**src/rtl/router_reg_if.sv**
```systemverilog
// Byte-side bus of the router register block: input port, FSM state strobes and FIFO data/status.
// The master side is the input port plus FSM. The slave side is router_reg.
interface router_reg_if #(
  parameter int DATA_W = 8
);
  logic              pkt_valid;
  logic [DATA_W-1:0] data_in;
  logic              fifo_full;
  logic              rst_int_reg;
  logic              detect_add;
  logic              ld_state;
  logic              lfd_state;
  logic              laf_state;
  logic              full_state;
  logic              parity_done;
  logic              low_pkt_valid;
  logic [DATA_W-1:0] dout;
  logic              err;

  modport master (
    output pkt_valid, data_in, fifo_full, rst_int_reg,
           detect_add, ld_state, lfd_state, laf_state, full_state,
    input  parity_done, low_pkt_valid, dout, err
  );

  modport slave (
    input  pkt_valid, data_in, fifo_full, rst_int_reg,
           detect_add, ld_state, lfd_state, laf_state, full_state,
    output parity_done, low_pkt_valid, dout, err
  );
endinterface

```
**src/rtl/router_reg.sv**
```systemverilog
// Datapath registers of the 1x3 router: header/payload/parity capture, FIFO byte mux, XOR parity check.
// Define ROUTER_REG_ERR_STICKY_EN to make err sticky until reset (detect_add no longer clears it).
module router_reg #(
  parameter int DATA_W = 8
) (
  input  logic         clock,
  input  logic         resetn,
  router_reg_if.slave  bus
);

  logic [DATA_W-1:0] header_reg;
  logic [DATA_W-1:0] full_byte_reg;
  logic [DATA_W-1:0] int_parity;
  logic [DATA_W-1:0] pkt_parity;

  // Address 2'b11 is not a valid port, so such a header is never latched.
  always_ff @(posedge clock or posedge resetn) begin
    if (resetn)
      header_reg <= '0;
    else if (bus.detect_add && bus.pkt_valid && bus.data_in[1:0] != 2'b11)
      header_reg <= bus.data_in;
  end

  always_ff @(posedge clock or posedge resetn) begin
    if (resetn)
      full_byte_reg <= '0;
    else if (bus.ld_state && bus.fifo_full)
      full_byte_reg <= bus.data_in;
  end

  always_ff @(posedge clock or posedge resetn) begin
    if (resetn)
      bus.dout <= '0;
    else if (bus.lfd_state)
      bus.dout <= header_reg;
    else if (bus.ld_state && !bus.fifo_full)
      bus.dout <= bus.data_in;
    else if (bus.laf_state)
      bus.dout <= full_byte_reg;
  end

  // full_state stalls accumulation so a byte parked in full_byte_reg is folded exactly once.
  always_ff @(posedge clock or posedge resetn) begin
    if (resetn)
      int_parity <= '0;
    else if (bus.detect_add)
      int_parity <= '0;
    else if (bus.lfd_state)
      int_parity <= int_parity ^ header_reg;
    else if (bus.ld_state && bus.pkt_valid && !bus.full_state)
      int_parity <= int_parity ^ bus.data_in;
  end

  always_ff @(posedge clock or posedge resetn) begin
    if (resetn)
      pkt_parity <= '0;
    else if (bus.ld_state && !bus.pkt_valid)
      pkt_parity <= bus.data_in;
  end

  // Parity byte accepted directly, or drained from full_byte_reg after a full stall.
  always_ff @(posedge clock or posedge resetn) begin
    if (resetn)
      bus.parity_done <= 1'b0;
    else if (bus.detect_add)
      bus.parity_done <= 1'b0;
    else if ((bus.ld_state && !bus.fifo_full && !bus.pkt_valid) ||
             (bus.laf_state && bus.low_pkt_valid && !bus.parity_done))
      bus.parity_done <= 1'b1;
  end

  always_ff @(posedge clock or posedge resetn) begin
    if (resetn)
      bus.low_pkt_valid <= 1'b0;
    else if (bus.rst_int_reg)
      bus.low_pkt_valid <= 1'b0;
    else if (bus.ld_state && !bus.pkt_valid)
      bus.low_pkt_valid <= 1'b1;
  end

`ifdef ROUTER_REG_ERR_STICKY_EN
  always_ff @(posedge clock or posedge resetn) begin
    if (resetn)
      bus.err <= 1'b0;
    else if (bus.parity_done && (int_parity != pkt_parity))
      bus.err <= 1'b1;
  end
`else
  // detect_add wins so a stale parity_done from the last packet cannot re-raise err.
  always_ff @(posedge clock or posedge resetn) begin
    if (resetn)
      bus.err <= 1'b0;
    else if (bus.detect_add)
      bus.err <= 1'b0;
    else if (bus.parity_done)
      bus.err <= (int_parity != pkt_parity);
  end
`endif

endmodule

```
**src/flat_wrapper.sv**
```systemverilog
// flat-port wrapper written by rule: the top's interface ports become plain ports
module router_reg_flat 
#(
  parameter int DATA_W = 8
)
  (clock, resetn, bus_pkt_valid, bus_data_in, bus_fifo_full, bus_rst_int_reg, bus_detect_add, bus_ld_state, bus_lfd_state, bus_laf_state, bus_full_state, bus_parity_done, bus_low_pkt_valid, bus_dout, bus_err);
  router_reg_if #(.DATA_W(DATA_W)) bus_i ();
  input  logic clock;
  input  logic resetn;
  input wire logic [$bits(bus_i.pkt_valid)-1:0] bus_pkt_valid;
  input wire logic [$bits(bus_i.data_in)-1:0] bus_data_in;
  input wire logic [$bits(bus_i.fifo_full)-1:0] bus_fifo_full;
  input wire logic [$bits(bus_i.rst_int_reg)-1:0] bus_rst_int_reg;
  input wire logic [$bits(bus_i.detect_add)-1:0] bus_detect_add;
  input wire logic [$bits(bus_i.ld_state)-1:0] bus_ld_state;
  input wire logic [$bits(bus_i.lfd_state)-1:0] bus_lfd_state;
  input wire logic [$bits(bus_i.laf_state)-1:0] bus_laf_state;
  input wire logic [$bits(bus_i.full_state)-1:0] bus_full_state;
  output wire logic [$bits(bus_i.parity_done)-1:0] bus_parity_done;
  output wire logic [$bits(bus_i.low_pkt_valid)-1:0] bus_low_pkt_valid;
  output wire logic [$bits(bus_i.dout)-1:0] bus_dout;
  output wire logic [$bits(bus_i.err)-1:0] bus_err;
  assign bus_i.pkt_valid = bus_pkt_valid;
  assign bus_i.data_in = bus_data_in;
  assign bus_i.fifo_full = bus_fifo_full;
  assign bus_i.rst_int_reg = bus_rst_int_reg;
  assign bus_i.detect_add = bus_detect_add;
  assign bus_i.ld_state = bus_ld_state;
  assign bus_i.lfd_state = bus_lfd_state;
  assign bus_i.laf_state = bus_laf_state;
  assign bus_i.full_state = bus_full_state;
  assign bus_parity_done = bus_i.parity_done;
  assign bus_low_pkt_valid = bus_i.low_pkt_valid;
  assign bus_dout = bus_i.dout;
  assign bus_err = bus_i.err;
  router_reg #(.DATA_W(DATA_W)) u_core (.clock(clock), .resetn(resetn), .bus(bus_i));
endmodule
```
**config.mk**
```make
export PLATFORM = sky130hd
export DESIGN_NAME = router_reg_flat
export DESIGN_NICKNAME = d
export VERILOG_FILES = /design/src/rtl/router_reg_if.sv /design/src/rtl/router_reg.sv /design/src/flat_wrapper.sv
export SDC_FILE = /design/constraint.sdc
export NUM_CORES = 1
export LEC_CHECK = 0
export BUFFER_PORTS_ARGS = -buffer_cell sky130_fd_sc_hd__buf_2
export CAP_MARGIN = 20
export CORE_ASPECT_RATIO = 1.25
export CORE_MARGIN = 1
export CORE_UTILIZATION = 60
export DETAILED_ROUTE_END_ITERATION = 7
export PLACE_DENSITY_LB_ADDON = 0.12
export SLEW_MARGIN = 0
export SYNTH_ARGS = -nofsm -noshare
export SYNTH_HDL_FRONTEND = slang
export SYNTH_SLANG_ARGS = --single-unit
```
**constraint.sdc**
```tcl
create_clock -name clock -period 2.39 [get_ports clock]
set_input_delay 0 -clock clock [delete_from_list [all_inputs] [get_ports clock]]
set_output_delay 0 -clock clock [all_outputs]
set_load 0.01 [all_outputs]
```
==> metrics.md, run 1 <==
| Metric | Value |
|---|---|
| Fillers | 239 |
| Slew headroom | 51.1% |
| Gate Count Post-Synth | 170 |
| Synthesis warning total | 0 |
| Final setup violation count | 0 |
| WP data required | 2.56 ns |
| Fmax | 823 MHz |
| CTS tree | done |
| Commonest non-fill, non-tap cell in the layout | dfrtp_1 |
| Die Ht | 66.7 um |
| Avg Cell Area, Syn | 11.8 sq um |
| Hold Path Class | primary input to flop |
| Crit-path cells | xnor2_1 -> nand4_1 -> nor4_1 -> a311oi_1 |
| Number of global-route vias before repair | 1380 |
| Crit-path slowest cell | dfrtp_1 |
| DRT iter0 DRCs | 48 |
| Static Leak | 1.03 nW |
| Register Area | 0.00108 sq mm |
| I/O Pins | 29 |
| Clk_lat worst skew | 0.30 ns |
| Post-Layout Cell Count | 239 |
| GRT overflow | 0 |
| Placer Congestion | 0.810 |
| Chip width | 53.7 um |
| Final Hold Violating Endpoints | 0 |
| Hold WS | 0.00668 ns |
| CP startpoint kind | flop |
| Placed insts | 228 |
| Setup TNS | 0 ns |
| Ratio of total power to cell area | 778 mW/mm^2 |
| Sequential area share after synthesis | 53.6% |
| RSZ-0062 raised after global routing | no |
| Final min period | 1.22 ns |
| CP max FO | 2 |
| Syn nets | 188 |
| Starting Density | 62.8% |
| Pin count of the biggest net entering global routing | 44 |
| Clk sinks | 43 |
| Fin crit share | 50.8% |
| Share of cells above drive strength 1 | 29.7% |
| MaxCap Viol Count | 0 |
| H-tree lvl count | 2 |
| CP delay by family, top | flip-flops |
| Row count | 23 |
| CTS root buffer | clkbuf_8 |
| CP max stage delay | 0.41 ns |
| Clock slew at reported path FFs | 0.08 ns |
| Antenna diode count | 0 |
| First-pass GRT wire length | 6430 um |
| Bufs and invs on worst path | 0 |
| Net total in the final layout | 219 |
| Peak VDD IR | 544 uV |
| Area growth syn-to-layout | 13.0% |
| Area of the mapped netlist | 0.00201 sq mm |
| Dominant cells by area after synthesis | dfrtp_1 54%, mux2_2 12%, xnor2_1 5.7%, a21oi_1 4.2%, a221o_1 4.0% |
| Final HPWL DP | 2790 um |
| Die area | 0.00358 sq mm |
| DP Area | 0.00214 sq mm |
| Status | finished, final reports clean |
| Routed WL | 4090 um |
| Post-layout utilization of the core | 71.0% |
| Routed len/inst | 17.1 um |
| CTS max path bufs | 2 |
| Core area | 0.00319 sq mm |
| Crit path DAT | 1.38 ns |
| TritonCTS Buffers | 5 |
| Worst-Margin Slew | 0.732 ns |
| Area leader, netlist | dfrtp_1 |
| Initial antenna violation count | 0 |
| DRC Markers | 0 |
| Synth unique cells | 25 |
| Slew Limit Fails | 0 |
| Via density | 5.85 |
| Multi-input gate area | 861 sq um |
| Crit path capture type | flop |
| Vias | 1399 |
| Clock skew | 0.00964 ns |
| First-pass detailed-route iteration total | 6 |
| #FFs+latches synth | 43 |
| Commonest cells after routing, fill and taps aside | 43 x dfrtp_1, 28 x buf_2, 22 x mux2_2 |
| IO buf count | 28 |
| Design area | 0.00227 sq mm |
| Critical path type | flop to flop |
| Total global routing track utilization | 25.8% |
| DRT antenna net count | 0 |
| Synth top area share | 53.6% |
-- cell families (layout without fill, tap and decap cells) --
group	after synthesis	in the layout	share of synthesized area [%]
muxes	30	30	16.3
and+or+nand+nor	43	43	10.2
DFF	43	43	53.6
xor gates and xnor gates	16	16	6.98
buffers and inverters	10	42	3.49
AOI/OAI and AO/OA	28	28	9.41
-- power breakdown --
part / total, mW / internal, mW / switching, mW
logic: 0.343 / 0.182 / 0.161
clock network: 0.499 / 0.264 / 0.235
registers: 0.924 / 0.841 / 0.0832
total: 1.77 / 1.29 / 0.480
-- synth_stat cells --
master,n
dfrtp_1,43
mux2_2,22
nor2_1,18
a21oi_1,17
xnor2_1,13
nand2_1,10
a221o_1,8
mux2i_1,8
nand3_1,8
buf_2,4
xor2_1,3
inv_1,2
nand2b_1,2
a211oi_1,1
a21o_1,1
a311oi_1,1
buf_12,1
buf_4,1
buf_6,1
clkbuf_1,1
nand3b_2,1
nand4_1,1
nor2b_1,1
nor3_4,1
nor4_1,1
-- worst register-to-register path: stages, from the launching register on --
cell and delay, ns:
dfrtp_1 0.41, xnor2_1 0.18, nand4_1 0.14, nor4_1 0.23
a311oi_1 0.13
-- path summary, 6_finish.rpt --
path	startpoint	to	slack, ns	cells past startpoint
worst max-delay path	u_core.int_parity[4]	u_core.bus.err	1.17	4
worst min-delay path	bus_data_in[7]	u_core.pkt_parity[7]	0.007	2
worst max register to register	u_core.int_parity[4]	u_core.bus.err	1.17	4
worst min register to register	u_core.full_byte_reg[0]	u_core.full_byte_reg[0]	0.51	1
max in group asynchronous	resetn	u_core.full_byte_reg[1]	1.64	4
min in group asynchronous	resetn	u_core.bus.parity_done	0.38	4
-- layout make-up --
class | count | share of cell area [%]
inverter | 2 | 0.331
tap | 37 | 2.04
clock buffer | 8 | 4.41
multi-input combinational | 117 | 37.9
timing repair buffer | 32 | 7.83
sequential | 43 | 47.4
-- timing repair --
| item | in CTS | in global routing |
|---|---|---|
| resized for setup | 0 | 0 |
| hold buffers | 3 | 0 |
| setup buffers | 0 | 0 |
| endpoints found under the hold margin | 45 | 0 |
-- per-layer routing --
metal | vias up | global-route usage, % | wire length (um)
li1 | 661 | - | -
met3 | 4 | 7.31 | 209
met1 | 689 | 32.0 | 1800
met2 | 45 | 40.3 | 2030
met4 | 0 | 12.8 | 46
met5 | - | 0 | 0
-- stage by stage --
step / worst slack, ns / total power [mW]
6_report: 1.17 / 1.77
5_1_grt: 1.11 / 1.85
4_1_cts: 1.17 / 1.78
3_5_place_dp: 1.03 / 1.28
3_3_place_gp: 1.09 / 1.26
2_1_floorplan: 1.36 / 1.17
Note: power is estimated with default switching activity, not from simulation.
==> run 2: changes to the inputs <==
--- a/config.mk
+++ b/config.mk
@@ -9,7 +9,7 @@
 export CAP_MARGIN = 20
 export CORE_ASPECT_RATIO = 1.25
 export CORE_MARGIN = 1
-export CORE_UTILIZATION = 60
+export CORE_UTILIZATION = 56
 export DETAILED_ROUTE_END_ITERATION = 7
 export PLACE_DENSITY_LB_ADDON = 0.12
 export SLEW_MARGIN = 0
==> constraint.sdc (replaced) <==
create_clock -name clock -period 1.26 [get_ports clock]
set_input_delay 0 -clock clock [delete_from_list [all_inputs] [get_ports clock]]
set_output_delay 0 -clock clock [all_outputs]
set_load 0.01 [all_outputs]
==> metrics.md, run 2 (synthesized netlist as in run 1, its figures left out) <==
| Metric | Value |
|---|---|
| Final Hold Violating Endpoints | 0 |
| Via density | 5.71 |
| Sw Ratio | 26.3% |
| Peak VDD IR | 1110 uV |
| Clock slew at reported path FFs | 0.08 ns |
| Vias | 1398 |
| Clock Power Share | 31.0% |
| Placer Congestion | 0.746 |
| Fmax | 910 MHz |
| Slew headroom | 64.9% |
| Combinational Power Share | 19.5% |
| CP max FO | 2 |
| Row count | 23 |
| Pin count of the biggest net entering global routing | 44 |
| Flop pwr share | 49.6% |
| Worst-Margin Slew | 0.526 ns |
| Clk_lat worst skew | 0.29 ns |
| DRT antenna net count | 0 |
| Clk sinks | 43 |
| Slew Limit Fails | 0 |
| Starting Density | 60.6% |
| Worst r2r path cells | 4 |
| First-pass detailed-route iteration total | 4 |
| Commonest non-fill, non-tap cell in the layout | dfrtp_1 |
| H-tree lvl count | 2 |
| Ratio of total power to cell area | 1500 mW/mm^2 |
| Static Leak | 1.08 nW |
| Switching power total | 0.928 mW |
| Crit path capture | u_core.bus.err |
| Die area | 0.00383 sq mm |
| Setup TNS | 0 ns |
| CTS tree | done |
| Area growth syn-to-layout | 17.1% |
| Fin crit share | 87.2% |
| CTS max path bufs | 2 |
| DRC Markers | 0 |
| Number of global-route vias before repair | 1419 |
| Post-CTS Setup Bufs | 0 |
| Net total in the final layout | 225 |
| WP data required | 1.42 ns |
| Register-to-register setup slack | 0.16 ns |
| First-pass GRT wire length | 6780 um |
| Hold Path Class | primary input to flop |
| Worst Setup SP | u_core.int_parity[4] |
| Internal Power | 2.60 mW |
| Final HPWL DP | 2910 um |
| Antenna diode count | 0 |
| Final setup violation count | 0 |
| Total global routing track utilization | 23.9% |
| DRT iter0 DRCs | 49 |
| Final min period | 1.10 ns |
| Clock skew | 0.00929 ns |
| Share of cells above drive strength 1 | 32.7% |
| I/O Pins | 29 |
| TritonCTS Buffers | 5 |
| Worst r2r src | u_core.int_parity[4] |
| Crit path DAT | 1.26 ns |
| Initial antenna violation count | 0 |
| Die Ht | 68.9 um |
| RSZ-0062 raised after global routing | no |
| Total power | 3.53 mW |
| Chip width | 55.5 um |
| RR Endpoint | u_core.bus.err |
| MaxCap Viol Count | 0 |
| Commonest cells after routing, fill and taps aside | 43 x dfrtp_1, 28 x buf_2, 22 x mux2_2 |
| Routed WL | 4090 um |
| Critical path type | flop to flop |
| CP startpoint kind | flop |
| CTS root buffer | clkbuf_8 |
| Status | finished, final reports clean |
| Crit path capture type | flop |
| Routed len/inst | 16.7 um |
| Core area | 0.00331 sq mm |
| IO buf count | 28 |
| Fillers | 260 |
| GRT overflow | 0 |
==> run 2: cell count changes in the layout (fill, tap and decap cells not counted) <==
cell	delta
bufinv_16	+1
buf_4	+5
clkbuf_1	-1
nor4_1	-1
nor4_2	+1
buf_12	+1
clkinv_2	+1
clkbuf_8	-1
==> run 2: worst min path at each step <==
| stage | startpoint | to | depth (start not counted) |
|---|---|---|---|
| floorplan | bus_rst_int_reg | u_core.bus.low_pkt_valid | 1 |
| global placement | resetn | u_core.pkt_parity[4] | 3 |
| detailed placement | bus_rst_int_reg | u_core.bus.low_pkt_valid | 2 |
| CTS | bus_data_in[7] | u_core.pkt_parity[7] | 2 |
| global route | bus_data_in[7] | u_core.full_byte_reg[7] | 2 |
| finish | bus_data_in[7] | u_core.pkt_parity[7] | 2 |
==> run 2: layout make-up <==
cell class | instances | area [sq um] | area share, %
clock buffer | 6 | 82.6 | 3.51
clock inverter | 2 | 35.0 | 1.49
inverter | 2 | 7.51 | 0.319
multi-input combinational | 117 | 867 | 36.9
sequential | 43 | 1080 | 45.8
tap | 37 | 46.3 | 1.97
timing repair buffer | 38 | 235 | 10.0
==> run 2: per-stage QoR <==
stage          cells  worst slack, ns  instance area [sq um]  hold slack (ns)  util (%)
5_1_grt          245           0.0788                   2350           0.0137      71.0
6_report         245            0.161                   2350          0.00682      71.0
3_5_place_dp     234            0.133                   2200            0.156      66.4
4_1_cts          245            0.102                   2340          0.00102      70.8
3_3_place_gp     234            0.176                   2200            0.150      66.4
2_1_floorplan    170            0.232                   2010           0.0631         -
==> run 2: power groups by stage <==
| stage | registers (mW) | clock network [mW] | logic [mW] |
|---|---|---|---|
| 2_1_floorplan | 1.76 | 0 | 0.466 |
| 3_3_place_gp | 1.76 | 0 | 0.653 |
| 3_5_place_dp | 1.77 | 0 | 0.671 |
| 4_1_cts | 1.75 | 1.11 | 0.687 |
| 5_1_grt | 1.77 | 1.16 | 0.760 |
| 6_report | 1.75 | 1.09 | 0.686 |
==> run 2: metal layers <==
metal,global-route usage (%),up-vias,part of all wire (%)
met2,41.9,28,49
met1,30.1,692,47
met4,9.38,0,1.3
met3,3.92,6,2.8
li1,-,672,-
met5,0,-,0
==> run 2: timing repair <==
item	in CTS	in global routing
resized for setup	0	1
hold endpoints to repair	45	0
hold buffers	3	0
setup endpoints to repair	0	1
==> run 2: critical path, stage by stage (launching register included) <==
cell      delay [ns]
dfrtp_1         0.41
xnor2_1         0.18
nand4_1         0.13
nor4_2          0.14
a311oi_1        0.11
